===== src/rtl/onchip_memory_arbiter_if.sv =====
// Bus bundle between two Avalon-MM masters, the arbiter and the RAM s1 port.
// master = environment side (masters + RAM), slave = arbiter side.
interface onchip_memory_arbiter_if #(
  parameter int ADDR_W = 16,
  parameter int DATA_W = 32
);
  logic [ADDR_W-1:0]   m0_address;
  logic [DATA_W/8-1:0] m0_byteenable;
  logic                m0_read;
  logic                m0_write;
  logic [DATA_W-1:0]   m0_writedata;
  logic                m0_waitrequest;
  logic [DATA_W-1:0]   m0_readdata;
  logic                m0_readdatavalid;

  logic [ADDR_W-1:0]   m1_address;
  logic [DATA_W/8-1:0] m1_byteenable;
  logic                m1_read;
  logic                m1_write;
  logic [DATA_W-1:0]   m1_writedata;
  logic                m1_waitrequest;
  logic [DATA_W-1:0]   m1_readdata;
  logic                m1_readdatavalid;

  logic [ADDR_W-1:0]   mem_address;
  logic [DATA_W/8-1:0] mem_byteenable;
  logic                mem_chipselect;
  logic                mem_write;
  logic [DATA_W-1:0]   mem_writedata;
  logic [DATA_W-1:0]   mem_readdata;

  modport master (
    output m0_address, m0_byteenable, m0_read,
    output m0_write, m0_writedata,
    input  m0_waitrequest, m0_readdata,
    input  m0_readdatavalid,
    output m1_address, m1_byteenable, m1_read,
    output m1_write, m1_writedata,
    input  m1_waitrequest, m1_readdata,
    input  m1_readdatavalid,
    input  mem_address, mem_byteenable,
    input  mem_chipselect, mem_write,
    input  mem_writedata,
    output mem_readdata
  );

  modport slave (
    input  m0_address, m0_byteenable, m0_read,
    input  m0_write, m0_writedata,
    output m0_waitrequest, m0_readdata,
    output m0_readdatavalid,
    input  m1_address, m1_byteenable, m1_read,
    input  m1_write, m1_writedata,
    output m1_waitrequest, m1_readdata,
    output m1_readdatavalid,
    output mem_address, mem_byteenable,
    output mem_chipselect, mem_write,
    output mem_writedata,
    input  mem_readdata
  );
endinterface


===== src/rtl/onchip_memory_arbiter.sv =====
// Two-master arbiter for the single-port on-chip RAM: one command per
// clock, bounded hold per master, 1-cycle read return, range blocking.
module onchip_memory_arbiter #(
  parameter int ADDR_W   = 16,
  parameter int DATA_W   = 32,
  parameter int DEPTH    = 40000,
  parameter int MAX_HOLD = 8
) (
  input  logic                     clk,
  input  logic                     reset,
  onchip_memory_arbiter_if.slave   bus
);

  localparam int BE_W = DATA_W / 8;
  localparam logic [ADDR_W:0] LP_DEPTH =
    (ADDR_W + 1)'(DEPTH);
  localparam logic [7:0] LP_MAX = 8'(MAX_HOLD);

  typedef enum logic {
    OWN_M0 = 1'b0,
    OWN_M1 = 1'b1
  } owner_e;

  owner_e     r_owner;
  logic [7:0] r_hold;
  logic       r_rsp_vld;
  logic       r_rsp_port;
  logic       r_rsp_oor;

  logic              w_req0;
  logic              w_req1;
  logic              w_gv;
  logic              w_g;
  logic [ADDR_W-1:0] w_addr;
  logic [BE_W-1:0]   w_be;
  logic [DATA_W-1:0] w_wd;
  logic              w_wr;
  logic              w_rd;
  logic              w_oor;
  logic              w_rd_issue;

  assign w_req0 = bus.m0_read | bus.m0_write;
  assign w_req1 = bus.m1_read | bus.m1_write;

  // Grant selection: lone requester wins, contention honours hold limit.
  always_comb begin
    w_gv = 1'b0;
    w_g  = r_owner;
    if (!reset) begin
      if (w_req0 && w_req1) begin
        w_gv = 1'b1;
        w_g  = (r_hold < LP_MAX) ? r_owner : ~r_owner;
      end else if (w_req0) begin
        w_gv = 1'b1;
        w_g  = 1'b0;
      end else if (w_req1) begin
        w_gv = 1'b1;
        w_g  = 1'b1;
      end
    end
  end

  // Command mux from the granted master; write wins over read.
  always_comb begin
    w_addr = w_g ? bus.m1_address    : bus.m0_address;
    w_be   = w_g ? bus.m1_byteenable : bus.m0_byteenable;
    w_wd   = w_g ? bus.m1_writedata  : bus.m0_writedata;
    w_wr   = w_g ? bus.m1_write      : bus.m0_write;
    w_rd   = w_g ? bus.m1_read       : bus.m0_read;
    w_oor  = {1'b0, w_addr} >= LP_DEPTH;
    w_rd_issue = w_gv & w_rd & ~w_wr;
  end

  assign bus.mem_address    = w_addr;
  assign bus.mem_byteenable = w_be;
  assign bus.mem_writedata  = w_wd;
  assign bus.mem_chipselect = w_gv & ~w_oor;
  assign bus.mem_write      = w_gv & w_wr & ~w_oor;

  assign bus.m0_waitrequest = ~(w_gv & ~w_g);
  assign bus.m1_waitrequest = ~(w_gv & w_g);

  // Out-of-range reads never touched the RAM, so force zero data.
  assign bus.m0_readdata = r_rsp_oor ? '0 : bus.mem_readdata;
  assign bus.m1_readdata = r_rsp_oor ? '0 : bus.mem_readdata;

  // A response due in a reset cycle is dropped.
  assign bus.m0_readdatavalid =
    r_rsp_vld & ~r_rsp_port & ~reset;
  assign bus.m1_readdatavalid =
    r_rsp_vld &  r_rsp_port & ~reset;

  // Ownership/hold tracking and read-response pipeline.
  always_ff @(posedge clk) begin
    if (reset) begin
      r_owner    <= OWN_M0;
      r_hold     <= 8'd0;
      r_rsp_vld  <= 1'b0;
      r_rsp_port <= 1'b0;
      r_rsp_oor  <= 1'b0;
    end else begin
      r_rsp_vld  <= w_rd_issue;
      r_rsp_port <= w_g;
      r_rsp_oor  <= w_oor;
      if (w_gv) begin
        if (owner_e'(w_g) == r_owner) begin
          if (r_hold != 8'hFF)
            r_hold <= r_hold + 8'd1;
        end else begin
          r_owner <= owner_e'(w_g);
          r_hold  <= 8'd1;
        end
      end
    end
  end

endmodule


===== src/flat_wrapper.sv =====
// flat-port wrapper written by rule: the top's interface ports become plain ports
module onchip_memory_arbiter_flat 
#(
  parameter int ADDR_W   = 16,
  parameter int DATA_W   = 32,
  parameter int DEPTH    = 40000,
  parameter int MAX_HOLD = 8
)
  (clk, reset, bus_m0_address, bus_m0_byteenable, bus_m0_read, bus_m0_write, bus_m0_writedata, bus_m0_waitrequest, bus_m0_readdata, bus_m0_readdatavalid, bus_m1_address, bus_m1_byteenable, bus_m1_read, bus_m1_write, bus_m1_writedata, bus_m1_waitrequest, bus_m1_readdata, bus_m1_readdatavalid, bus_mem_address, bus_mem_byteenable, bus_mem_chipselect, bus_mem_write, bus_mem_writedata, bus_mem_readdata);
  onchip_memory_arbiter_if #(.ADDR_W(ADDR_W), .DATA_W(DATA_W)) bus_i ();
  input  logic clk;
  input  logic reset;
  input wire logic [$bits(bus_i.m0_address)-1:0] bus_m0_address;
  input wire logic [$bits(bus_i.m0_byteenable)-1:0] bus_m0_byteenable;
  input wire logic [$bits(bus_i.m0_read)-1:0] bus_m0_read;
  input wire logic [$bits(bus_i.m0_write)-1:0] bus_m0_write;
  input wire logic [$bits(bus_i.m0_writedata)-1:0] bus_m0_writedata;
  output wire logic [$bits(bus_i.m0_waitrequest)-1:0] bus_m0_waitrequest;
  output wire logic [$bits(bus_i.m0_readdata)-1:0] bus_m0_readdata;
  output wire logic [$bits(bus_i.m0_readdatavalid)-1:0] bus_m0_readdatavalid;
  input wire logic [$bits(bus_i.m1_address)-1:0] bus_m1_address;
  input wire logic [$bits(bus_i.m1_byteenable)-1:0] bus_m1_byteenable;
  input wire logic [$bits(bus_i.m1_read)-1:0] bus_m1_read;
  input wire logic [$bits(bus_i.m1_write)-1:0] bus_m1_write;
  input wire logic [$bits(bus_i.m1_writedata)-1:0] bus_m1_writedata;
  output wire logic [$bits(bus_i.m1_waitrequest)-1:0] bus_m1_waitrequest;
  output wire logic [$bits(bus_i.m1_readdata)-1:0] bus_m1_readdata;
  output wire logic [$bits(bus_i.m1_readdatavalid)-1:0] bus_m1_readdatavalid;
  output wire logic [$bits(bus_i.mem_address)-1:0] bus_mem_address;
  output wire logic [$bits(bus_i.mem_byteenable)-1:0] bus_mem_byteenable;
  output wire logic [$bits(bus_i.mem_chipselect)-1:0] bus_mem_chipselect;
  output wire logic [$bits(bus_i.mem_write)-1:0] bus_mem_write;
  output wire logic [$bits(bus_i.mem_writedata)-1:0] bus_mem_writedata;
  input wire logic [$bits(bus_i.mem_readdata)-1:0] bus_mem_readdata;
  assign bus_i.m0_address = bus_m0_address;
  assign bus_i.m0_byteenable = bus_m0_byteenable;
  assign bus_i.m0_read = bus_m0_read;
  assign bus_i.m0_write = bus_m0_write;
  assign bus_i.m0_writedata = bus_m0_writedata;
  assign bus_m0_waitrequest = bus_i.m0_waitrequest;
  assign bus_m0_readdata = bus_i.m0_readdata;
  assign bus_m0_readdatavalid = bus_i.m0_readdatavalid;
  assign bus_i.m1_address = bus_m1_address;
  assign bus_i.m1_byteenable = bus_m1_byteenable;
  assign bus_i.m1_read = bus_m1_read;
  assign bus_i.m1_write = bus_m1_write;
  assign bus_i.m1_writedata = bus_m1_writedata;
  assign bus_m1_waitrequest = bus_i.m1_waitrequest;
  assign bus_m1_readdata = bus_i.m1_readdata;
  assign bus_m1_readdatavalid = bus_i.m1_readdatavalid;
  assign bus_mem_address = bus_i.mem_address;
  assign bus_mem_byteenable = bus_i.mem_byteenable;
  assign bus_mem_chipselect = bus_i.mem_chipselect;
  assign bus_mem_write = bus_i.mem_write;
  assign bus_mem_writedata = bus_i.mem_writedata;
  assign bus_i.mem_readdata = bus_mem_readdata;
  onchip_memory_arbiter #(.ADDR_W(ADDR_W), .DATA_W(DATA_W), .DEPTH(DEPTH), .MAX_HOLD(MAX_HOLD)) u_core (.clk(clk), .reset(reset), .bus(bus_i));
endmodule

===== config.mk =====
export PLATFORM = sky130hd
export DESIGN_NAME = onchip_memory_arbiter_flat
export DESIGN_NICKNAME = d
export VERILOG_FILES = /design/src/rtl/onchip_memory_arbiter_if.sv /design/src/rtl/onchip_memory_arbiter.sv /design/src/flat_wrapper.sv
export SDC_FILE = /design/constraint.sdc
export NUM_CORES = 1
export LEC_CHECK = 0
export ABC_CLOCK_PERIOD_IN_PS = 3600
export CAP_MARGIN = 10
export CORE_AREA = 2 2 102 104
export CTS_BUF_LIST = sky130_fd_sc_hd__clkbuf_8
export CTS_CLUSTER_DIAMETER = 120
export DETAILED_ROUTE_END_ITERATION = 10
export DIE_AREA = 0 0 104 106
export PLACE_DENSITY = 0.65
export SLEW_MARGIN = 0
export SYNTH_ARGS = -nofsm -noshare
export SYNTH_HDL_FRONTEND = slang
export SYNTH_SLANG_ARGS = --single-unit

===== constraint.sdc =====
create_clock -name clk -period 3.6 [get_ports clk]
set_clock_uncertainty 0.05 [all_clocks]
set_input_delay 0.9 -clock clk [delete_from_list [all_inputs] [get_ports clk]]
set_output_delay 0.9 -clock clk [all_outputs]
set_load 0.1 [all_outputs]

## Word-level counts from Yosys, hierarchy flattened

Index checks and enable logic that the tools add are counted.
W data, S select, Z words.

| storage, ports and cells | value |
|---|---|
| output and inout port bits | 122 |
| bits of input ports | 142 |
| register bits | 12 |
| logic and storage cells | 53 |

| cells by class | value |
|---|---|
| magnitude comparators | 2 |
| reductions and logical operators | 3 |
| bitwise gates (word level) | 22 |
| eq/ne operators | 3 |
| mux-type cells | 17 |
| $add $sub $neg | 1 |

Operators with widths:

| operator | number |
|---|---|
| $mux W32 | 2 |
| $ge A16 B16 Y1 const B | 1 |
| $mux W16 | 1 |
| $mux W8 | 2 |
| $and A1 B1 Y1 | 11 |
| $mux W1 | 11 |
| $not A1 Y1 | 9 |
| $add A8 B1 Y8 const B | 1 |
| $lt A8 B4 Y1 const B | 1 |
| $ne A8 B8 Y1 const B | 1 |
| $mux W4 | 1 |
| $reduce_and A2 Y1 | 2 |
| $ne A2 B2 Y1 const B | 1 |
| $or A1 B1 Y1 | 2 |
| $eq A1 B1 Y1 | 1 |
| $logic_and A1 B1 Y1 | 1 |

## Logic depth before layout (Yosys ltp)

Gate-level depths: netlist of run 1.

| logic depth | value |
|---|---|
| depth in word-level cells | 9 |
| depth in mapped cells | 5 |
| depth with buffers taken out | 5 |

## Worst setup path before layout of run 1

No wires, ideal clock.

| timing path | value |
|---|---|
| kind | input to output |
| start | in bus_m0_write |
| end | out bus_mem_address[15] |
| buffers on the path | 1 |
| data required time | 2650 ps |
| stages | 5 |
| path slack | -875 ps |
| arrival time | 3525 ps |
| cells stage by stage | or2_2 -> a311oi_1 -> nand3_4 -> buf_6 -> mux2i_1 |

| on the way | value |
|---|---|
| word-level cells in the longest chain between the ends | 5 |
| elaborated cells on any way between the ends | 6 |
| those cells by class | 4 x mux; 1 x bitwise; 1 x reduce/logical |

RTL lines:

| element | line | source |
|---|---|---|
| from (decl) | flat_wrapper.sv:16 | `input wire logic [$bits(bus_i.m0_write)-1:0] bus_m0_write;` |
| $or A1 B1 Y1 * | onchip_memory_arbiter.sv:42 | `assign w_req0 = bus.m0_read \| bus.m0_write;` |
| $mux W1 / $logic_and A1 B1 Y1 (equally long branches) | onchip_memory_arbiter.sv:53, onchip_memory_arbiter.sv:50 |  |
| $mux W1 * | onchip_memory_arbiter.sv:50 | `if (w_req0 && w_req1) begin` |
| $mux W1 * | onchip_memory_arbiter.sv:49 | `if (!reset) begin` |
| $mux W16 * | onchip_memory_arbiter.sv:65 | `w_addr = w_g ? bus.m1_address : bus.m0_address;` |
| to (decl) | flat_wrapper.sv:29 | `output wire logic [$bits(bus_i.mem_address)-1:0] bus_mem_address;` |

Mark *: on every way between the ends. The rest lies on a longest branch, timed or not.

## Worst setup path after layout of run 1

| timing path | value |
|---|---|
| start | in bus_m1_address[6] |
| end | out bus_mem_write |

| on the way | value |
|---|---|
| word-level cells in the longest chain between the ends | 4 |

RTL lines:

| element | line | source |
|---|---|---|
| from (decl) | flat_wrapper.sv:21 | `input wire logic [$bits(bus_i.m1_address)-1:0] bus_m1_address;` |
| $mux W16 | onchip_memory_arbiter.sv:65 |  |
| $ge A16 B16 Y1 | onchip_memory_arbiter.sv:70 | `w_oor = {1'b0, w_addr} >= LP_DEPTH;` |
| $not A1 Y1 | onchip_memory_arbiter.sv:78 | `assign bus.mem_write = w_gv & w_wr & ~w_oor;` |
| $and A1 B1 Y1 | onchip_memory_arbiter.sv:78 |  |
| to (decl) | flat_wrapper.sv:32 | `output wire logic [$bits(bus_i.mem_write)-1:0] bus_mem_write;` |

No other way between the ends.

==> Flow_metrics.wiki, run 1 <==
{| class="wikitable"
! Metric !! Value
|-
| Clock Power Share || 7.6%
|-
| Clock root buffer || clkbuf_8
|-
| Crit path DAT || 2.60 ns
|-
| Sequential share of the synthesized area || 12.6%
|-
| Clock latency reported for the late side of the worst-skew pair || 0.24 ns
|-
| Number of hold violations in the final report || 0
|-
| Fmax || 282 MHz
|-
| Routability congestion estimate from global placement || 0.796
|-
| Overall Global Routing Usage || 19.5%
|-
| Dominant register cell in the synthesized netlist || dfxtp_1
|-
| Detailed Place HPWL || 9680 um
|-
| Final antenna-violating net count || 0
|-
| Detail-routed via count per cell || 4.47
|-
| WL/cell || 18.4 um
|-
| Switching power total || 0.00107 W
|-
| Count of clock tree sinks || 12
|-
| Worst setup EP type || primary output
|-
| Most common cell after layout, fill and taps aside || clkdlybuf4s50_1
|-
| Leading cell types in the layout, fill and taps excluded || 128 x clkdlybuf4s50_1, 126 x buf_12, 42 x mux2_2
|-
| Core Area || 10000 um2
|-
| Number of vias after detailed routing || 2717
|-
| CTS H-tree lvls || 1
|-
| Total number of yosys warnings || 0
|-
| Number of design rule violations left after detail routing || 0
|-
| Compound-gate portion of the synthesized area || 8.20%
|-
| Fraction of power spent switching nets || 55.0%
|-
| Aggregate negative setup slack || 0 ns
|-
| Via count of the first global-routing pass || around 3000
|-
| I/O Buffers || ~260
|-
| Total Wirelength || 11200 um
|-
| Sequential share of power || 7.9%
|-
| Required time reported for the critical path endpoint || 2.65 ns
|-
| Maximum number of pins on one net before global-route repair || 33
|-
| Mux cell area share after synthesis || 35.2%
|-
| Area grow syn2layout || 221%
|-
| Max clock buf depth || 2
|-
| Worst setup path category || in -> out
|-
| Post-synthesis cell area || roughly 1900 um2
|-
| Dominant combinational cell family by area after synthesis || multiplexers
|-
| Master of the slowest instance on the critical path || or4_4
|-
| Unrepaired setup endpoints after global routing || false
|-
| Post-layout util || 61.2%
|-
| Flops & latches, synth || 12
|-
| Initial core utilization || 19.1%
|-
| Row Count || 37
|-
| Async set-reset flop share out of synthesis || 0%
|-
| DRC violation total after the first TritonRoute iteration || 94
|-
| Fraction of synthesized cell area in xor and xnor cells || 0.459%
|-
| Number of library cell types mapped by synthesis || 38
|-
| Mean instance size in the synthesized netlist || roughly 8.6 um2
|-
| Basic-gate share of the synthesized area counting and, or, nand and nor cells || 25.0%
|-
| Total setup violations reported at the end of the flow || 0
|-
| CTS tree || yes
|-
| Number of buffers inserted during clock tree synthesis || 3
|-
| Peak VDD IR || around 0.18 mV
|-
| Chain of cells forming the critical path || dlygate4sd2_1 > or4_4 > a211oi_2 > buf_4 > o211ai_1 > mux2i_2 > buf_12
|-
| Minimum hold slack || 0.444 ns
|-
| Number of enable-type register cells in the synthesized netlist || 0
|-
| Wire length of the first global-routing pass || approximately 17000 um
|-
| Slew Limit Fails || 0
|-
| Synthesized instance count || around 220
|-
| Slew at the pin closest to its max-slew limit || 0.900 ns
|-
| Minimum period implied by the final worst setup slack || 3.55 ns
|-
| Layout fillers || 791
|-
| Antenna violations before repair || 0
|-
| Die area || 11000 um2
|-
| Status || finished, final reports clean
|-
| Final Cell Area || 6120 um2
|-
| Die outline width || ~100 um
|-
| Tcrit/Tclk final || 98.6%
|-
| Antenna fix cells || 0
|-
| Worst-path maximum fanout || 3
|-
| Worst slew margin relative to its limit || 39.0%
|-
| Number of nets in the layout || 616
|-
| Clock transition at the register clock pins on the worst setup and hold paths after CTS || roughly 0.05 ns
|-
| Hold/Removal Path Class || reg -> reg
|-
| Longest individual stage delay on the worst path || between 0.5 and 0.6 ns
|-
| Crit start category || input port
|-
| First-pass iteration count of the detailed router || 4
|-
| Cell internal pwr || 0.000875 W
|-
| Die Span Y || 106 um
|-
| Pwr dens || 317 nW/um2
|-
| # IOs || around 260
|-
| Post-synthesis net count || 365
|-
| Adder-cell share of the synthesized area || less than 1%
|-
| Max Cap Viol || 0
|-
| Share of total power in combinational logic || a little over four fifths
|-
| Final global-route overflow total || 0
|-
| Fraction of final layout cells sized beyond drive strength 1 || 55.7%
|-
| Cell area reported after detailed placement || 5890 um2
|-
| Leakage || 2.56 nW
|}
-- layout make-up --
| class | count | area (um2) | share of cell area (%) |
|---|---|---|---|
| Timing Repair Buffer | 289 | 4130 | 67.4 |
| Clock buffer | 4 | 55.1 | 0.899 |
| Tap cell | 136 | 170 | 2.78 |
| Sequential cell | 12 | 244 | 3.98 |
| Multi-Input combinational cell | 163 | 1510 | 24.7 |
| Inverter | 4 | 16.3 | 0.266 |
-- worst max-delay path, delay by kind of cell --
family / cells / cell delay (ns)
buffers and inverters: 3 / 0.61
and+or+nand+nor: 1 / 0.54
AOI/OAI and AO/OA: 2 / 0.34
muxes: 1 / 0.22
-- cells in the mapped netlist (2+ instances only) --
library cell | count | share of area [%]
mux2_4 | 4 | 3.1
nor3b_1 | 3 | 1.2
mux2_1 | 3 | 1.8
buf_4 | 32 | 13
mux2i_1 | 6 | 3.1
buf_6 | 6 | 3.5
and3_1 | 4 | 1.3
o21ai_0 | 5 | 1.3
clkbuf_1 | 5 | 0.98
mux2_2 | 46 | 27
a211oi_1 | 2 | 0.79
nor3_1 | 4 | 1.0
o211ai_1 | 3 | 1.2
dfxtp_1 | 12 | 13
inv_1 | 3 | 0.59
o31ai_1 | 2 | 0.79
nor4_1 | 3 | 0.98
nand3_1 | 4 | 1.0
nor2b_1 | 33 | 11
nor2_1 | 9 | 1.8
a21oi_1 | 5 | 1.3
or4_1 | 5 | 2.0
or4_4 | 2 | 1.2
nand2_1 | 7 | 1.4
-- logic make-up (layout without fill, tap and decap cells) --
family | after synthesis | in the layout
adders and majority gates | 1 | 1
AOI/OAI and AO/OA | 23 | 23
muxes | 59 | 59
buffers and inverters | 47 | 297
and+or+nand+nor | 79 | 79
DFF | 12 | 12
xor gates and xnor gates | 1 | 1
-- flip-flops by register name, indices dropped and copies added (netlist names) --
| register | flops |
|---|---|
| u_core.r_rsp_oor | 1 |
| u_core.r_rsp_vld | 1 |
| u_core.r_rsp_port | 1 |
| u_core.r_hold | 8 |
| u_core.r_owner | 1 |
-- worst paths after layout --
check                    start                to  slack (ns)  depth (start not counted)
max          bus_m1_address[6]     bus_mem_write        0.05                          7
min           u_core.r_hold[6]  u_core.r_hold[6]        0.44                          2
max reg2reg   u_core.r_hold[6]  u_core.r_rsp_oor        1.09                          8
min reg2reg   u_core.r_hold[6]  u_core.r_hold[6]        0.44                          2
-- layer usage --
metal  vias to the layer above  track usage, %  part of all wire [%]  routed length (um)
met2                       172            35.9                    51                5730
met5                         -               0                     0                   0
li1                       1268               -                     -                   -
met4                         0            3.38                   1.5                 172
met3                        12            9.14                    12                1400
met1                      1265            20.5                    35                3900
-- stage by stage --
step	power [W]	setup slack [ns]	std cells
3_3_place_gp	0.00177	-0.231	596
6_report	0.00194	0.0499	608
4_1_cts	0.00196	0.00434	608
2_1_floorplan	0.00112	-0.299	222
3_5_place_dp	0.00178	-0.223	596
5_1_grt	0.00200	0.0102	608
-- power groups by stage --
stage / combinational, W / sequential (W) / clock [W]
6_report: 0.00164 / 0.000153 / 0.000147
5_1_grt: 0.00168 / 0.000154 / 0.000160
4_1_cts: 0.00165 / 0.000153 / 0.000151
3_5_place_dp: 0.00162 / 0.000155 / 0
3_3_place_gp: 0.00162 / 0.000155 / 0
2_1_floorplan: 0.000978 / 0.000144 / 0
-- what timing repair did --
action,CTS,global route
resized for setup,49,8
buffers inserted,6,1
hold buffers,0,0
gates cloned,2,0
pin swaps,10,5
setup endpoints to repair,56,35
Note: power is estimated with default switching activity, not from simulation.
==> run 2: changes to the inputs <==
--- a/config.mk
+++ b/config.mk
@@ -6,14 +6,11 @@
 export NUM_CORES = 1
 export LEC_CHECK = 0
 export ABC_CLOCK_PERIOD_IN_PS = 3600
-export CAP_MARGIN = 10
 export CORE_AREA = 2 2 102 104
 export CTS_BUF_LIST = sky130_fd_sc_hd__clkbuf_8
-export CTS_CLUSTER_DIAMETER = 120
 export DETAILED_ROUTE_END_ITERATION = 10
 export DIE_AREA = 0 0 104 106
 export PLACE_DENSITY = 0.65
-export SLEW_MARGIN = 0
 export SYNTH_ARGS = -nofsm -noshare
 export SYNTH_HDL_FRONTEND = slang
 export SYNTH_SLANG_ARGS = --single-unit
==> results of run 2 <==
Same layout as run 1: the final DEF is identical, and so are final timing and power.
